**config.mk**
```make
export PLATFORM = sky130hd
export DESIGN_NAME = party_rsvp_controller_flat
export DESIGN_NICKNAME = d
export VERILOG_FILES = /design/src/rtl/party_rsvp_controller_if.sv /design/src/rtl/party_rsvp_controller.sv /design/src/flat_wrapper.sv
export SDC_FILE = /design/constraint.sdc
export NUM_CORES = 1
export LEC_CHECK = 0
export CELL_PAD_IN_SITES_DETAIL_PLACEMENT = 1
export CELL_PAD_IN_SITES_GLOBAL_PLACEMENT = 1
export CORE_MARGIN = 2
export CORE_UTILIZATION = 35
export CTS_CLUSTER_DIAMETER = 80
export DETAILED_ROUTE_END_ITERATION = 6
export DONT_BUFFER_PORTS = 1
export PLACE_DENSITY_LB_ADDON = 0.3
export SYNTH_ARGS = -nofsm -noshare
export SYNTH_HDL_FRONTEND = slang
export SYNTH_SLANG_ARGS = --single-unit
```
**constraint.sdc**
```tcl
create_clock -name clk -period 1.9 [get_ports clk]
set_input_delay 0.285 -clock clk [delete_from_list [all_inputs] [get_ports clk]]
set_output_delay 0.285 -clock clk [all_outputs]
set_load 0.03 [all_outputs]
```
**src/rtl/party_rsvp_controller_if.sv**
```systemverilog
// RSVP inputs, status outputs and the decision valid/ack handshake of the party controller.
// master = controller side, slave = environment/consumer side.
interface party_rsvp_controller_if;
    logic       start;
    logic       abort;
    logic       h1;
    logic       h2;
    logic       b1;
    logic       b2;
    logic       decision_ack;
    logic       busy;
    logic [1:0] hiker_cnt;
    logic [1:0] baller_cnt;
    logic       decision_valid;
    logic       p;
    logic       cancel;

    modport master (
        input  start, abort, h1, h2, b1, b2, decision_ack,
        output busy, hiker_cnt, baller_cnt, decision_valid, p, cancel
    );

    modport slave (
        output start, abort, h1, h2, b1, b2, decision_ack,
        input  busy, hiker_cnt, baller_cnt, decision_valid, p, cancel
    );
endinterface

```
**src/rtl/party_rsvp_controller.sv**
```systemverilog
// Party RSVP sequencer: collects hiker/baller RSVPs over a window and presents go/cancel.
// Latency: decision visible WINDOW_CYCLES+2 cycles after the Start edge.
// Backpressure: decision held until decision_ack; cooldown then blocks new Starts.
module party_rsvp_controller #(
    parameter int unsigned WINDOW_CYCLES   = 16,
    parameter int unsigned MIN_PER_GROUP   = 1,
    parameter int unsigned COOLDOWN_CYCLES = 4
) (
    input  logic                          clk,
    input  logic                          rst_n,
    party_rsvp_controller_if.master       bus
);

    typedef enum logic [2:0] {
        S_IDLE,
        S_COLLECT,
        S_DECIDE,
        S_HOLD,
        S_COOLDOWN
    } state_t;

    localparam logic [7:0] WIN_LAST = 8'(WINDOW_CYCLES - 1);
    localparam logic [7:0] CD_LAST  = 8'(COOLDOWN_CYCLES - 1);
    localparam logic [1:0] MIN_Q    = 2'(MIN_PER_GROUP);

    state_t     state;
    logic [7:0] cnt;
    logic       h1_q, h2_q, b1_q, b2_q;
    logic [1:0] hiker_cnt_q, baller_cnt_q;
    logic       busy_q, valid_q, p_q, cancel_q;

    logic       h1_nx, h2_nx, b1_nx, b2_nx;
    logic [1:0] hiker_nx, baller_nx;
    logic       go;
    logic       abortable;

    always_comb begin
        h1_nx     = h1_q | bus.h1;
        h2_nx     = h2_q | bus.h2;
        b1_nx     = b1_q | bus.b1;
        b2_nx     = b2_q | bus.b2;
        hiker_nx  = {1'b0, h1_nx} + {1'b0, h2_nx};
        baller_nx = {1'b0, b1_nx} + {1'b0, b2_nx};
        go        = (hiker_cnt_q >= MIN_Q) && (baller_cnt_q >= MIN_Q);
        abortable = (state == S_COLLECT) || (state == S_DECIDE) || (state == S_HOLD);
    end

    always_ff @(posedge clk or negedge rst_n) begin
        if (!rst_n) begin
            state        <= S_IDLE;
            cnt          <= 8'd0;
            h1_q         <= 1'b0;
            h2_q         <= 1'b0;
            b1_q         <= 1'b0;
            b2_q         <= 1'b0;
            hiker_cnt_q  <= 2'd0;
            baller_cnt_q <= 2'd0;
            busy_q       <= 1'b0;
            valid_q      <= 1'b0;
            p_q          <= 1'b0;
            cancel_q     <= 1'b0;
        end else if (bus.abort && abortable) begin
            // Abort takes priority over sampling and over a simultaneous ack.
            state        <= S_IDLE;
            h1_q         <= 1'b0;
            h2_q         <= 1'b0;
            b1_q         <= 1'b0;
            b2_q         <= 1'b0;
            hiker_cnt_q  <= 2'd0;
            baller_cnt_q <= 2'd0;
            busy_q       <= 1'b0;
            valid_q      <= 1'b0;
            p_q          <= 1'b0;
            cancel_q     <= 1'b0;
        end else begin
            case (state)
                S_IDLE: begin
                    if (bus.start && !bus.abort) begin
                        state        <= S_COLLECT;
                        cnt          <= WIN_LAST;
                        h1_q         <= 1'b0;
                        h2_q         <= 1'b0;
                        b1_q         <= 1'b0;
                        b2_q         <= 1'b0;
                        hiker_cnt_q  <= 2'd0;
                        baller_cnt_q <= 2'd0;
                        busy_q       <= 1'b1;
                    end
                end
                S_COLLECT: begin
                    h1_q         <= h1_nx;
                    h2_q         <= h2_nx;
                    b1_q         <= b1_nx;
                    b2_q         <= b2_nx;
                    hiker_cnt_q  <= hiker_nx;
                    baller_cnt_q <= baller_nx;
                    if (cnt == 8'd0) begin
                        state <= S_DECIDE;
                    end else begin
                        cnt <= cnt - 8'd1;
                    end
                end
                S_DECIDE: begin
                    valid_q  <= 1'b1;
                    p_q      <= go;
                    cancel_q <= !go;
                    state    <= S_HOLD;
                end
                S_HOLD: begin
                    if (bus.decision_ack) begin
                        valid_q  <= 1'b0;
                        p_q      <= 1'b0;
                        cancel_q <= 1'b0;
                        if (COOLDOWN_CYCLES == 0) begin
                            state  <= S_IDLE;
                            busy_q <= 1'b0;
                        end else begin
                            state <= S_COOLDOWN;
                            cnt   <= CD_LAST;
                        end
                    end
                end
                S_COOLDOWN: begin
                    if (cnt == 8'd0) begin
                        state  <= S_IDLE;
                        busy_q <= 1'b0;
                    end else begin
                        cnt <= cnt - 8'd1;
                    end
                end
                default: begin
                    state  <= S_IDLE;
                    busy_q <= 1'b0;
                end
            endcase
        end
    end

    assign bus.busy           = busy_q;
    assign bus.hiker_cnt      = hiker_cnt_q;
    assign bus.baller_cnt     = baller_cnt_q;
    assign bus.decision_valid = valid_q;
    assign bus.p              = p_q;
    assign bus.cancel         = cancel_q;

endmodule

```
**src/flat_wrapper.sv**
```systemverilog
// flat-port wrapper written by rule: the top's interface ports become plain ports
module party_rsvp_controller_flat 
#(
    parameter int unsigned WINDOW_CYCLES   = 16,
    parameter int unsigned MIN_PER_GROUP   = 1,
    parameter int unsigned COOLDOWN_CYCLES = 4
)
  (clk, rst_n, bus_start, bus_abort, bus_h1, bus_h2, bus_b1, bus_b2, bus_decision_ack, bus_busy, bus_hiker_cnt, bus_baller_cnt, bus_decision_valid, bus_p, bus_cancel);
  party_rsvp_controller_if bus_i ();
  input  logic clk;
  input  logic rst_n;
  input wire logic [$bits(bus_i.start)-1:0] bus_start;
  input wire logic [$bits(bus_i.abort)-1:0] bus_abort;
  input wire logic [$bits(bus_i.h1)-1:0] bus_h1;
  input wire logic [$bits(bus_i.h2)-1:0] bus_h2;
  input wire logic [$bits(bus_i.b1)-1:0] bus_b1;
  input wire logic [$bits(bus_i.b2)-1:0] bus_b2;
  input wire logic [$bits(bus_i.decision_ack)-1:0] bus_decision_ack;
  output wire logic [$bits(bus_i.busy)-1:0] bus_busy;
  output wire logic [$bits(bus_i.hiker_cnt)-1:0] bus_hiker_cnt;
  output wire logic [$bits(bus_i.baller_cnt)-1:0] bus_baller_cnt;
  output wire logic [$bits(bus_i.decision_valid)-1:0] bus_decision_valid;
  output wire logic [$bits(bus_i.p)-1:0] bus_p;
  output wire logic [$bits(bus_i.cancel)-1:0] bus_cancel;
  assign bus_i.start = bus_start;
  assign bus_i.abort = bus_abort;
  assign bus_i.h1 = bus_h1;
  assign bus_i.h2 = bus_h2;
  assign bus_i.b1 = bus_b1;
  assign bus_i.b2 = bus_b2;
  assign bus_i.decision_ack = bus_decision_ack;
  assign bus_busy = bus_i.busy;
  assign bus_hiker_cnt = bus_i.hiker_cnt;
  assign bus_baller_cnt = bus_i.baller_cnt;
  assign bus_decision_valid = bus_i.decision_valid;
  assign bus_p = bus_i.p;
  assign bus_cancel = bus_i.cancel;
  party_rsvp_controller #(.WINDOW_CYCLES(WINDOW_CYCLES), .MIN_PER_GROUP(MIN_PER_GROUP), .COOLDOWN_CYCLES(COOLDOWN_CYCLES)) u_core (.clk(clk), .rst_n(rst_n), .bus(bus_i));
endmodule
```
==> results.ini <==
[flow_run]
drv_cap = 0

[route]
drt_wl_total_um = 3010
drtIter0Drc = 39
via_per_inst = 5.41
drc = 0
dr.pass1.iters = 4
ant_nets = 0
vias = 1027
post_drt_wl_per_cell_um = 15.9

[grt]
grt_pass1_wl_um = 5120
grt_max_degree = 24
antenna_found_initial = 0
grt_use_total = 0.164
gr-total-overflow = 0
grt_pass1_vias = 1090

[cts]
cts_tree = done
h-tree-depth = 1
clk_path_buf_depth = 2
cts_root_buffer = clkbuf_4
cts_buffers = 3
clock_latency_ps = 330
cts_sinks = 23
clkTransAtPathRegs_ps = 150

[hold_path]
hold_path.class = input pin to register

[setup_path]
crit_end = u_core.state[1]$_DFFE_PN0P_
crit_arrival_ps = 2090
critPathSlowestCell = dfrtp_1
timing.rr.start = u_core.cnt[1]$_DFFE_PN0P_
r2r_end = u_core.state[1]$_DFFE_PN0P_
startpoint = u_core.cnt[1]$_DFFE_PN0P_
critical_path.startpoint_type = register
crit_type = register to register
slowest_delay_ps = 440
worstPathCellList = inv_2, ha_4, or2b_4, nor4_4, buf_4, a31oi_2, nor3_2
r2r_slack_ps = 80
setup.worst_path.end_class = register
crit_cells = 7
cp_data_required_time_ps = 2170
path_buf_inv = 2
critPathMaxFanout = 5
crit_family = simple AND/OR/NAND/NOR gates
ff2ff_path_depth = 7

[die]
dieArea_um2 = 4020
die_y_um = 63.4
coreArea_um2 = 3360
die_w_um = 63.4
start_util = 0.367
ios = 17
rows = 21

[placed_design]
dpl.cell_count = 180
io_buffers = 0
place_area_um2 = 1310
dpl.hpwl_um = 2130
globalplace.congestion = 0.959

[sta]
rsz0062_at_grt = true
whs_ps = 95.8
tightestPinTransition_ps = 502
relSlewSlack = 0.665
hold_viol = 0
fin_skew_ps = 7.75
final-max-slew-violation-count = 0
final-setup-viol-count = 0
period_share = 0.957
min_period_ps = 1820
max_freq_mhz = 550

[finish]
antennaDiodeCount = 0
fin_cells = 190
drive_gt1_frac = 0.229
area_delta_synth_final_pct = 16.5
fin_nets = 157
fin_area_um2 = 1440

[logic_synthesis]
synth_area_per_cell_um2 = 9.42
ys_warn_count = 0
synth_seq_cells = 23
synth_fp_nets = 143
synth-seq-area-share = 0.467
netlist_instances = 131
syn-cell-area_um2 = 1230
synth_cell_type_count = 36

[pwr]
powerDensity_nw_per_um2 = 690
leakagePower_nw = 0.606
vdd_drop_max_mv = 0.343
finalPower_mw = 0.991

[run_status]
status = completed

==> through the flow <==
stage                      util  worst slack [ps]  setup TNS, ps
final                     0.427              81.9              0
after global routing      0.427             -27.2          -43.2
after CTS                 0.411              59.9              0
after detailed placement  0.391              84.3              0
after global placement    0.391               135              0
after floorplan               -               183              0
==> synthesized netlist by cell type (all sizes together) <==
cell type  instances  area, µm²
a21o               2       15.0
a32oi              1       8.76
or2                4       25.0
nand3              2       10.0
a22oi              1       21.3
xnor2              2       17.5
o22ai              4       25.0
o21ai              9       45.0
nand4              1       6.26
a31oi              1       6.26
a21oi             17       85.1
and3               1       6.26
a31o               1       8.76
ha                 3       37.5
nor2b              1       6.26
nor3               2       10.0
buf                2       12.5
a211oi             1       12.5
nand2              6       22.5
nor3b              1       7.51
nor2              18       67.6
o211ai             1       7.51
or2b               2       16.3
a22o               6       55.1
inv               12       45.0
o21a               1       7.51
mux2               1       11.3
o41ai              1       8.76
clkbuf             2       17.5
or3                1       11.3
dfrtp             23        576
nor4               1       21.3
==> power breakdown <==
part / leakage [nW] / internal (mW) / switching (mW) / total, mW
clock network: 0.0139 / 0.0807 / 0.173 / 0.253
logic: 0.299 / 0.0784 / 0.0877 / 0.166
registers: 0.292 / 0.521 / 0.0505 / 0.572
==> cells by family (layout without fill, tap and decap cells) <==
logic type,Yosys count,in the layout,synth area share
compound gates,46,47,0.248
simple gates,40,40,0.170
flops,23,23,0.467
buf+inv,16,28,0.0608
fa+ha+maj,3,3,0.0304
xor+xnor,2,2,0.0142
mux,1,1,0.00913
==> registers in the layout (all words and copies together) (netlist names) <==
signal                     flops
u_core.bus.baller_cnt          2
u_core.bus.p                   1
u_core.bus.cancel              1
u_core.b2_q                    1
u_core.cnt                     8
u_core.bus.busy                1
u_core.bus.decision_valid      1
u_core.state                   3
u_core.h2_q                    1
u_core.b1_q                    1
u_core.h1_q                    1
u_core.bus.hiker_cnt           2
==> repair_timing <==
item,in CTS,in global routing
setup buffers,0,2
setup endpoints to repair,0,6
gates resized for setup,0,7
hold buffers,3,0
endpoints found under the hold margin,24,0
==> per-layer routing <==
layer | wire length [µm] | up-vias | track usage | share of wire
met2 | 1420 | 21 | 0.258 | 0.47
met3 | 109 | 6 | 0.0357 | 0.036
met1 | 1430 | 511 | 0.214 | 0.47
met4 | 56 | 0 | 0.0734 | 0.019
li1 | - | 489 | - | -
met5 | 0 | - | 0 | 0
==> layout make-up <==
class | count | area [µm²]
fillers | 396 | 1930
multi-input cells | 93 | 622
flip-flops and latches | 23 | 576
repair buffers | 12 | 108
well taps | 46 | 57.6
inverters | 12 | 45.0
clock buffers | 3 | 22.5
clock inverters | 1 | 7.51
==> layout by cell type (no fill, tap or decap), drive strengths merged <==
cell type	n
nor2b	1
or3	1
o211ai	1
o21ai	9
o21a	1
buf	10
nand4	1
a32oi	1
a31oi	1
a21oi	17
or2b	2
clkinvlp	1
nor3b	1
or2	4
inv	12
a22o	6
a211oi	1
nor2	18
ha	3
o22ai	4
nand3	2
nand2	6
dfrtp	23
nor3	2
o41ai	1
clkbuf	3
xnor2	2
and3	1
a31o	1
dlygate4sd3	2
mux2	1
a21o	2
a22oi	2
nor4	1
==> how the worst min path moves through the flow <==
stage / from / cells after the start / endpoint / slack, ps
floorplan: rst_n / 0 / u_core.b1_q$_DFFE_PN0P_ / -10
global placement: rst_n / 0 / u_core.bus.decision_valid$_DFFE_PN0P_ / -10
detailed placement: rst_n / 0 / u_core.bus.cancel$_DFFE_PN0P_ / -10
CTS: bus_b2 / 2 / u_core.b2_q$_DFFE_PN0P_ / 100
global route: bus_h2 / 2 / u_core.h2_q$_DFFE_PN0P_ / 130
finish: bus_b2 / 2 / u_core.b2_q$_DFFE_PN0P_ / 100
No activity file was read; power rests on OpenSTA's default activity.
